**config.mk**
```make
export PLATFORM = sky130hd
export DESIGN_NAME = uart_led_cmd
export DESIGN_NICKNAME = d
export VERILOG_FILES = /design/src/rtl/uart_led_cmd.sv
export SDC_FILE = /design/constraint.sdc
export NUM_CORES = 1
export LEC_CHECK = 0
export BUFFER_PORTS_ARGS = -buffer_cell sky130_fd_sc_hd__buf_2
export CAP_MARGIN = 20
export CORE_MARGIN = 5
export CORE_UTILIZATION = 50
export CTS_BUF_LIST = sky130_fd_sc_hd__clkbuf_4 sky130_fd_sc_hd__clkbuf_8
export DETAILED_ROUTE_END_ITERATION = 16
export GPL_TIMING_DRIVEN = 0
export PLACE_DENSITY = 0.78
export SLEW_MARGIN = 20
export SYNTH_ARGS = -nofsm -noshare
export SYNTH_HDL_FRONTEND = slang
export SYNTH_SLANG_ARGS = --single-unit
```
**constraint.sdc**
```tcl
create_clock -name hw_clk -period 4.59 [get_ports hw_clk]
set_clock_uncertainty 0.2 [all_clocks]
set_input_delay 0.6885 -clock hw_clk [delete_from_list [all_inputs] [get_ports hw_clk]]
set_output_delay 0.6885 -clock hw_clk [all_outputs]
set_load 0.01 [all_outputs]
```
**src/rtl/uart_led_cmd.sv**
```systemverilog
// UART ASCII command decoder driving a mask/duty multi-channel PWM LED controller.
// Define UART_LED_CMD_ECHO_EN to write 'K' / '?' acknowledge bytes back to the UART.
module uart_led_cmd #(
    parameter int unsigned NUM_CH   = 3,
    parameter int unsigned PWM_BITS = 8,
    parameter int unsigned PRESCALE = 12
) (
    input  logic              hw_clk,
    input  logic              resetn,
    input  logic [31:0]       reg_dat_do,
    output logic              reg_dat_re,
    output logic              reg_dat_we,
    output logic [31:0]       reg_dat_di,
    input  logic              reg_dat_wait,
    output logic [NUM_CH-1:0] pwm_out,
    output logic [NUM_CH-1:0] mask,
    output logic [7:0]        duty
);
    localparam int unsigned PS_W     = (PRESCALE > 1) ? $clog2(PRESCALE) : 1;
    localparam logic [31:0] RX_EMPTY = 32'hFFFF_FFFF;
    localparam logic [7:0]  CH_K     = 8'h4B;
    localparam logic [7:0]  CH_Q     = 8'h3F;
    localparam logic [7:0]  CH_B     = 8'h42;
    localparam logic [7:0]  CH_CR    = 8'h0D;
    localparam logic [7:0]  CH_LF    = 8'h0A;

    typedef enum logic [2:0] {IDLE, POP, DECODE, ARG_HI, ARG_LO, RESP, RESP_WAIT} state_t;
    typedef enum logic [1:0] {ARG_NONE, ARG_PEND_HI, ARG_PEND_LO} arg_t;

    function automatic logic is_hex(input logic [7:0] b);
        return ((b >= 8'h30) && (b <= 8'h39)) || ((b >= 8'h41) && (b <= 8'h46));
    endfunction

    function automatic logic [3:0] hex_val(input logic [7:0] b);
        return 4'((b <= 8'h39) ? (b - 8'h30) : (b - 8'h37));
    endfunction

    state_t            state_q, state_d;
    arg_t              arg_q, arg_d;
    logic [7:0]        rx_byte_q, rx_byte_d;
    logic [3:0]        hi_q, hi_d;
    logic              re_d;
    logic [NUM_CH-1:0] mask_d;
    logic [7:0]        duty_d;
    logic              resp_req;
    logic [7:0]        resp_val;
    logic              rx_hex;
    logic [3:0]        rx_nib;
`ifdef UART_LED_CMD_ECHO_EN
    logic [7:0]        resp_q, resp_d, tx_q, tx_d;
    logic              we_d;
`else
    logic              unused_resp;
`endif

    assign rx_hex = is_hex(rx_byte_q);
    assign rx_nib = hex_val(rx_byte_q);

    // Byte-level command FSM; an argument byte re-enters through IDLE/POP like any other byte.
    always_comb begin
        state_d   = state_q;
        arg_d     = arg_q;
        rx_byte_d = rx_byte_q;
        hi_d      = hi_q;
        re_d      = 1'b0;
        mask_d    = mask;
        duty_d    = duty;
        resp_req  = 1'b0;
        resp_val  = CH_Q;
`ifdef UART_LED_CMD_ECHO_EN
        resp_d    = resp_q;
        tx_d      = tx_q;
        we_d      = reg_dat_we;
`endif
        case (state_q)
            IDLE: begin
                if (reg_dat_do != RX_EMPTY) begin
                    rx_byte_d = reg_dat_do[7:0];
                    re_d      = 1'b1;
                    state_d   = POP;
                end
            end
            POP: begin
                case (arg_q)
                    ARG_PEND_HI: state_d = ARG_HI;
                    ARG_PEND_LO: state_d = ARG_LO;
                    default:     state_d = DECODE;
                endcase
            end
            DECODE: begin
                state_d = IDLE;
                if (rx_hex) begin
                    mask_d   = rx_nib[NUM_CH-1:0];
                    resp_req = 1'b1;
                    resp_val = CH_K;
                end else if (rx_byte_q == CH_B) begin
                    arg_d = ARG_PEND_HI;
                end else if ((rx_byte_q != CH_CR) && (rx_byte_q != CH_LF)) begin
                    resp_req = 1'b1;
                end
            end
            ARG_HI: begin
                state_d = IDLE;
                arg_d   = ARG_NONE;
                if (rx_hex) begin
                    hi_d  = rx_nib;
                    arg_d = ARG_PEND_LO;
                end else begin
                    resp_req = 1'b1;
                end
            end
            ARG_LO: begin
                state_d  = IDLE;
                arg_d    = ARG_NONE;
                resp_req = 1'b1;
                if (rx_hex) begin
                    duty_d   = {hi_q, rx_nib};
                    resp_val = CH_K;
                end
            end
`ifdef UART_LED_CMD_ECHO_EN
            RESP: begin
                tx_d    = resp_q;
                we_d    = 1'b1;
                state_d = RESP_WAIT;
            end
            RESP_WAIT: begin
                if (!reg_dat_wait) begin
                    we_d    = 1'b0;
                    state_d = IDLE;
                end
            end
`endif
            default: state_d = IDLE;
        endcase
`ifdef UART_LED_CMD_ECHO_EN
        if (resp_req) begin
            resp_d  = resp_val;
            state_d = RESP;
        end
`endif
    end

    always_ff @(posedge hw_clk or negedge resetn) begin
        if (!resetn) begin
            state_q    <= IDLE;
            arg_q      <= ARG_NONE;
            rx_byte_q  <= '0;
            hi_q       <= '0;
            reg_dat_re <= 1'b0;
            mask       <= '0;
            duty       <= 8'hFF;
        end else begin
            state_q    <= state_d;
            arg_q      <= arg_d;
            rx_byte_q  <= rx_byte_d;
            hi_q       <= hi_d;
            reg_dat_re <= re_d;
            mask       <= mask_d;
            duty       <= duty_d;
        end
    end

`ifdef UART_LED_CMD_ECHO_EN
    always_ff @(posedge hw_clk or negedge resetn) begin
        if (!resetn) begin
            resp_q     <= '0;
            tx_q       <= '0;
            reg_dat_we <= 1'b0;
        end else begin
            resp_q     <= resp_d;
            tx_q       <= tx_d;
            reg_dat_we <= we_d;
        end
    end

    assign reg_dat_di = {24'h0, tx_q};
`else
    assign reg_dat_we  = 1'b0;
    assign reg_dat_di  = '0;
    assign unused_resp = ^{resp_req, resp_val, reg_dat_wait};
`endif

    // PWM timebase: prescaler steps a free-running counter; duty is applied without period sync.
    logic [PS_W-1:0]     ps_cnt;
    logic [PWM_BITS-1:0] pwm_cnt;
    logic [PWM_BITS-1:0] dq;

    assign dq = duty[7 -: PWM_BITS];

    always_ff @(posedge hw_clk or negedge resetn) begin
        if (!resetn) begin
            ps_cnt  <= '0;
            pwm_cnt <= '0;
            pwm_out <= '0;
        end else begin
            if (ps_cnt == PS_W'(PRESCALE - 1)) begin
                ps_cnt  <= '0;
                pwm_cnt <= pwm_cnt + PWM_BITS'(1);
            end else begin
                ps_cnt  <= ps_cnt + PS_W'(1);
            end
            pwm_out <= mask & {NUM_CH{pwm_cnt < dq}};
        end
    end
endmodule

```
## Word-level counts from Yosys, hierarchy flattened

Index checks and enable logic that the tools add are counted.

| word-level totals | value |
|---|---|
| register bits after elaboration | 44 |
| bits of input ports | 35 |
| logic and storage cells | 53 |

| operators by class | value |
|---|---|
| $add $sub $neg | 4 |
| magnitude comparators | 5 |
| eq/ne operators | 12 |
| multiplexer cells | 11 |
| bitwise gates (word level) | 1 |
| reductions and logical operators | 10 |

Operator list:

| cell | count |
|---|---|
| != test 32 bit (second input constant) | 1 |
| one-hot mux 3 bit (2 select lines) | 2 |
| adder 8 x 1 -> 8 bit (second input constant) | 1 |
| == test 8 x 7 -> 1 bit (second input constant) | 1 |
| >= comparator 8 x 6 -> 1 bit (second input constant) | 1 |
| >= comparator 8 x 7 -> 1 bit (second input constant) | 1 |
| less-or-equal comparator 8 x 6 -> 1 bit (second input constant) | 1 |
| less-or-equal comparator 8 x 7 -> 1 bit (second input constant) | 1 |
| less-than comparator 8 bit | 1 |
| two-way mux 4 bit | 2 |
| AND reduction 2 bit | 4 |
| == test 3 x 2 -> 1 bit (second input constant) | 2 |
| two-way mux 2 bit | 3 |
| != test 2 bit (second input constant) | 3 |
| one-hot mux 2 bit (3 select lines) | 1 |
| adder 4 x 1 -> 4 bit (second input constant) | 1 |
| == test 4 bit (second input constant) | 1 |
| subtractor 4 x 1 -> 4 bit (second input constant) | 1 |
| subtractor 4 x 3 -> 4 bit (second input constant) | 1 |
| bitwise AND 3 bit | 1 |
| == test 3 x 1 -> 1 bit (second input constant) | 1 |
| == test 3 bit (second input constant) | 1 |
| zero test 3 bit | 1 |
| two-way mux 3 bit | 1 |
| 7 further kinds | 9 |

## Logic depth before layout (Yosys ltp)

Gate-level depths: netlist of the first run.

| depth | value |
|---|---|
| depth in word-level cells | 5 |
| mapped depth | 6 |
| mapped depth without buffers | 6 |

## Least setup slack after synthesis of the first run

Ideal clock, no wire load.

| timing path | value |
|---|---|
| path kind | reg2reg |
| start point | reg rx_byte_q[0] |
| end point | reg hi_q[0] |
| arrival | 1.822 ns |
| data required time | 4.265 ns |
| setup slack | 2.442 ns |
| cell stages (with the launch flop) | 7 |
| clock period less this slack | 2.148 ns |
| path through | dfrtp_1 inv_1 ha_1 or3b_1 and4_4 o211a_4 mux2_4 |

| between the ends | value |
|---|---|
| cells in the longest elaborated chain, start to end | 4 |
| elaborated cells on any way between the ends | 11 |
| those cells by class | add/sub (2); order compare (4); mux (1); reduce/logical (4) |

Ends and longest elaborated chain:

| element | RTL line | source |
|---|---|---|
| start, declared | 40 | `logic [7:0] rx_byte_q, rx_byte_d;` |
| start signal, assigned | 156 | `rx_byte_q <= rx_byte_d;` |
| >= comparator 8 x 6 -> 1 bit, or another cell as far along | 31 | `return ((b >= 8'h30) && (b <= 8'h39)) \|\| ((b >= 8'h41) && (b <= 8'h46));` |
| logical AND 1 bit | 31 |  |
| logical OR 1 bit | 31 |  |
| AND reduction 2 bit (no source line) | -- |  |
| end signal, assigned | 157 | `hi_q <= hi_d;` |
| end, declared | 41 | `logic [3:0] hi_q, hi_d;` |

Parallel ways exist; a longest one is shown, timed or not.
A chain may end at the register's enable or synchronous reset.

## Worst setup path after layout of the first run

| timing path | value |
|---|---|
| start point | reg rx_byte_q[1] |
| end point | reg duty[5] |

| between the ends | value |
|---|---|
| cells in the longest elaborated chain, start to end | 4 |
| elaborated cells on any way between the ends | 8 |
| those cells by class | order compare (4); reduce/logical (4) |

Ends and longest elaborated chain:

| element | RTL line | source |
|---|---|---|
| >= comparator 8 x 6 -> 1 bit, or another cell as far along | 31 |  |
| logical AND 1 bit | 31 |  |
| logical OR 1 bit (*) | 31 |  |
| AND reduction 2 bit (no source line) (*) | -- |  |
| end signal, assigned | 160 | `duty <= duty_d;` |
| end, declared | 17 | `output logic [7:0] duty` |

Mark *: on every way between the ends. The rest lies on a longest branch, timed or not.

==> results of run 1 <==
[power by group]
group / switching [µW] / internal, µW / leakage [µW]
clock: 126 / 112 / 0.0000446
combinational: 271 / 264 / 0.000948
sequential: 94.1 / 507 / 0.000546
total: 492 / 883 / 0.00154
[per-layer routing]
| layer | track usage | vias to the layer above | routed length (µm) |
|---|---|---|---|
| met5 | 0 | - | 0 |
| li1 | - | 871 | - |
| met2 | 0.254 | 45 | 2180 |
| met3 | 0.0388 | 6 | 302 |
| met4 | 0.0591 | 0 | 76 |
| met1 | 0.179 | 782 | 1970 |
[critical path, delay by kind of cell, from the launching register on]
family                   cells  cell delay [ns]
AO/OA/AOI/OAI                1             0.31
adder cells (fa/ha/maj)      1             0.21
buffers and inverters        1             0.11
flip-flops                   1             0.42
multiplexers                 1             0.38
AND/OR/NAND/NOR              2             0.60
[through the flow]
step,setup WS (ns),cell area (µm²)
final,2.28,3040
after floorplan,2.44,2630
after CTS,2.27,3040
after global routing,2.17,3040
after detailed placement,2.15,2950
after global placement,2.21,2950
[cell usage after synthesis (2+ instances only)]
library cell / n / area, µm²
o21ai_0: 5 / 25.0
ha_1: 14 / 175
nand2b_1: 2 / 12.5
inv_1: 12 / 45.0
and4_1: 2 / 17.5
nand2_1: 9 / 33.8
dfrtp_1: 36 / 901
mux2_2: 22 / 248
nand3b_1: 3 / 22.5
nor2_1: 4 / 15.0
nand3_1: 3 / 15.0
nor2b_1: 2 / 12.5
xor2_1: 3 / 26.3
a211oi_1: 3 / 22.5
a21oi_1: 10 / 50.1
nor4_2: 2 / 25.0
xnor2_1: 6 / 52.6
dfstp_2: 8 / 210
nand4_1: 8 / 50.1
nor3b_1: 3 / 22.5
buf_4: 33 / 248
and3_1: 2 / 12.5
mux2_4: 4 / 60.1
[cell families after synthesis]
logic type      count (synthesis)
fa+ha+maj                      14
xor+xnor                        9
compound gates                 30
mux                            26
buf+inv                        47
simple gates                   46
other cells                     1
flops                          44
[placed cells by master (no fill, tap or decap), types with 2 or more instances in the layout]
cell type / Yosys / final
dfrtp_1: 36 / 36
a211oi_1: 3 / 3
o21ai_0: 5 / 5
conb_1: 1 / 33
nand2_1: 9 / 9
buf_2: 1 / 49
a21oi_1: 10 / 10
dfstp_2: 8 / 8
mux2_2: 22 / 22
nor4_2: 2 / 2
nor3b_1: 3 / 3
clkbuf_8: 0 / 5
and3_1: 2 / 2
and4_1: 2 / 2
nor2b_1: 2 / 2
nor2_1: 4 / 4
mux2_4: 4 / 4
inv_1: 12 / 12
nand4_1: 8 / 8
buf_4: 33 / 33
nand2b_1: 2 / 2
nand3b_1: 3 / 3
nand3_1: 3 / 3
xnor2_1: 6 / 6
xor2_1: 3 / 3
ha_1: 14 / 14
[area by class of cell]
type / instances / area, µm² / area share
clock buffers: 6 / 76.3 / 0.0251
multi-input cells: 158 / 1210 / 0.399
inverters: 12 / 45.0 / 0.0148
plain buffers: 35 / 256 / 0.0844
flip-flops and latches: 44 / 1110 / 0.366
clock inverters: 2 / 12.5 / 0.00412
well taps: 67 / 83.8 / 0.0276
repair buffers: 48 / 240 / 0.0790
[sequential cells by signal (all words and copies together) (netlist names), 3 cells and up]
register,count
duty,8
hi_q,4
state_q,3
mask,3
pwm_out,3
pwm_cnt,8
rx_byte_q,8
ps_cnt,4
[how the worst max path moves through the flow]
stage	to	slack, ns
final	duty[5]	2.28
after detailed placement	rx_byte_q[7]	2.15
after CTS	duty[5]	2.27
after global routing	duty[5]	2.17
after global placement	rx_byte_q[1]	2.21
after floorplan	hi_q[0]	2.44
==> impl_metrics.ini, run 1 <==
[status]
status = finished, final reports clean

[detailed_routing]
dr.pass1.iters = 4
vias = 1704
drt_wl_total_um = 4520
antenna_left = 0
viasPerCell = 4.58
drt_iter0_markers = 50
wl_per_cell_um = 12.2
drc_errors = 0

[die]
start_util = 0.524
dieArea_mm2 = 0.00653
core_area_mm2 = 0.00479
io_pins = 83
rows = 25
dieWidth_um = 80.8
die_h_um = 80.8

[clock_tree]
cts_tree = yes
cts_max_level = 2
clk_latency_ns = 0.30
cts_root_buffer = clkbuf_8
cts.path.max_buffers = 2
ctsResizeCount = 0
cts_buffers = 5
cts_setup_buffers = 0
clk_pin_slew_ns = 0.07
cts_sinks = 44
cts_hold_buf = 0

[grt]
grt_pass1_vias = 1691
grt_usage = 0.149
grt_max_degree = 45
grt_pass1_wl_um = 7460
antenna_found_initial = 0
grt_overflow = 0

[sta]
setup_viol = 0
max-slew-margin-rel = 0.374
fin_crit_ns = 2.31
fmax_ghz = 0.433
finalCritPeriodShare = 0.503
rsz0062_at_grt = false
tns_ns = 0
drv_slew = 0
timing.hold.ws_ns = 0.261
hold_viol_final = 0
worst_pin_slew_ns = 0.939

[logic_synthesis]
ys_seq_elements = 44
synthXorXnorAreaFrac = 0.0315
synth_seq_area_share = 0.443
synth_simple_gate_area_frac = 0.114
synth_flop_cell = dfrtp_1
synth_top_family_by_area = multiplexers
muxShareOfSynthArea = 0.123
syn_area_mm2 = 0.00251
async_flop_share = 1.00
syn_avg_cell_area_um2 = 11.5
synth_compound_area_frac = 0.0969
synth_adder_area_share = 0.0699
synth_edf_count = 0
postSynthCellCount = 217
synth.distinct_cells = 44
yosysWarnings = 0

[placement]
dp_hpwl_um = 3640
numPlacedInstances = 364
gp_congestion = 0.749
port_buffers = 48

[finish]
finalNonFillerCells = 372
drive_gt1_frac = 0.433
antennaDiodeCount = 0
area_delta_synth_final_pct = 21.3
nFillCells = 438
nNetsFinal = 353
fin_util = 0.635

[setup_path]
worstSetupPathType = reg -> reg
startpoint = rx_byte_q[1]
max_stage_delay_ns = 0.42
worstPathCellList = inv_1 > ha_1 > or3b_1 > and4_4 > o21ai_4 > mux2_2
worstReg2RegStart = rx_byte_q[1]
ff2ff_path_depth = 6
slowest_stage = dfrtp_1
cp.arrival_ns = 2.33
regToRegSetupSlack_ns = 2.28
start_kind = flop
cp.required_ns = 4.61
worstReg2RegEnd = duty[5]
worst_setup_path_end_kind = flop
worstPathMaxFanout = 8

[power_and_ir_drop]
leakage_uw = 0.00154
finalPower_uw = 1370
peakVddDrop_v = 0.000289
power.density_mw_per_mm2 = 452

[min_path]
min_to = ps_cnt[0]
hold-path-cell-count = 1
hold_class = reg -> reg
hp-start = ps_cnt[0]

[flow_run]
drv_cap = 0
Power figures use the tool's default switching activity.
==> run 2: changes to the inputs <==
- clock period: 4.59 -> 2.3 ns (I/O delays scaled with it)
==> impl_metrics.ini, run 2 (synthesized netlist as in run 1, its figures left out) <==
[clock_tree]
cts_root_buffer = clkbuf_8
clk_pin_slew_ns = 0.09
cts_buffers = 5
cts_max_level = 2
cts_sinks = 44
clk_latency_ns = 0.30
cts_hold_buf = 0
cts_tree = yes
cts.path.max_buffers = 2

[sta]
timing.hold.ws_ns = -0.0208
fin_crit_ns = 2.20
hold_viol_final = 14
drv_slew = 0
setup_viol = 0
worst_pin_slew_ns = 0.943
tns_ns = 0
finalCritPeriodShare = 0.957
rsz0062_at_grt = false
max-slew-margin-rel = 0.372
fmax_ghz = 0.454

[grt]
grt_usage = 0.149
grt_use_met3 = 0.0388
use_met2 = 0.254
grt_pass1_vias = 1693
busiest_layer = met2
grt_overflow = 0
antenna_found_initial = 0
grt_pass1_wl_um = 7470
met1_usage = 0.179
grt_max_degree = 45

[setup_path]
cp.arrival_ns = 2.22
max_stage_delay_ns = 0.43
worstPathCellList = inv_2 > ha_1 > or3b_1 > and4_4 > o21ai_4 > buf_12 > mux2_2
critPathTopFamily = simple AND/OR/NAND/NOR gates
path_buf_inv = 2
worstPathMaxFanout = 8
worstReg2RegStart = rx_byte_q[0]
start_kind = flop
worstSetupPathType = reg -> reg
startpoint = rx_byte_q[0]
endpoint = duty[5]
cp.required_ns = 2.32
ff2ff_path_depth = 7
worst_setup_path_end_kind = flop
worstReg2RegEnd = duty[5]
regToRegSetupSlack_ns = 0.1
crit_cells = 7
slowest_stage = dfrtp_1

[finish]
design_area_mm2 = 0.00306
drive_gt1_frac = 0.444
nNetsFinal = 354
nFillCells = 433
antennaDiodeCount = 0
reg_top3 = duty (8), pwm_cnt (8), rx_byte_q (8)
fin_util = 0.639
final_common_cell = buf_2
area_delta_synth_final_pct = 22.1
final_cell_mix = buf_2 (49), dfrtp_1 (35), buf_4 (33), conb_1 (33), mux2_2 (22)

[placement]
gp_congestion = 0.749
dpl_cell_area_mm2 = 0.00295
port_buffers = 48
dp_hpwl_um = 3640

[die]
die_h_um = 80.8
io_pins = 83
rows = 25
start_util = 0.524
dieWidth_um = 80.8
core_area_mm2 = 0.00479
dieArea_mm2 = 0.00653

[power_and_ir_drop]
finalPower_uw = 2760
leakage_uw = 0.00155
power.density_mw_per_mm2 = 901
peakVddDrop_v = 0.000583

[detailed_routing]
drt_wl_total_um = 4550
dr.pass1.iters = 4
drt_iter0_markers = 57
wl_per_cell_um = 12.2
viasPerCell = 4.56
drc_errors = 0
vias = 1701
antenna_left = 0

[status]
status = complete, but fails checks
failed_checks = negative hold slack

[flow_run]
drv_cap = 0

[min_path]
hold_class = in -> async
-- run 2: timing repair --
action,CTS,global route
setup buffers,0,1
gates resized for setup,0,3
pin swaps,1,1
endpoints found under the setup margin,7,15
-- run 2: routing by layer --
layer / share of wire / vias to the layer above / wire length (µm)
li1: - / 873 / -
met1: 0.44 / 775 / 1980
met2: 0.48 / 47 / 2190
met3: 0.066 / 6 / 299
met4: 0.016 / 0 / 74
met5: 0 / - / 0
-- run 2: cell type report --
cell class              count  area [µm²]  share of cell area
multi-input cells         158        1210               0.397
flip-flops and latches     44        1110               0.363
repair buffers             49         260              0.0850
plain buffers              35         256              0.0838
well taps                  67        83.8              0.0274
clock buffers               6        76.3              0.0249
inverters                  12        45.0              0.0147
clock inverters             2        12.5             0.00409
-- run 2: worst min-delay path by stage --
| stage | end | start |
|---|---|---|
| after floorplan | arg_q[0] | resetn |
| after global placement | ps_cnt[0] | ps_cnt[0] |
| after detailed placement | ps_cnt[0] | ps_cnt[0] |
| after CTS | pwm_out[1] | resetn |
| after global routing | pwm_out[2] | resetn |
| final | pwm_cnt[6] | resetn |
-- run 2: per-stage QoR --
stage	std cells	hold slack, ns	setup WS, ns
3_5_place_dp	364	0.251	-0.00989
4_1_cts	372	0.00876	0.00117
3_3_place_gp	364	0.249	0.0227
5_1_grt	373	0.0581	0.0155
2_1_floorplan	249	-0.151	0.152
6_report	373	-0.0208	0.0997
-- run 2: where the power goes --
group | switching (µW) | leakage, µW | total (µW) | internal [µW]
clock | 255 | 0.0000446 | 479 | 224
sequential | 192 | 0.000545 | 1210 | 1010
combinational | 545 | 0.000956 | 1070 | 530
total | 992 | 0.00155 | 2760 | 1770
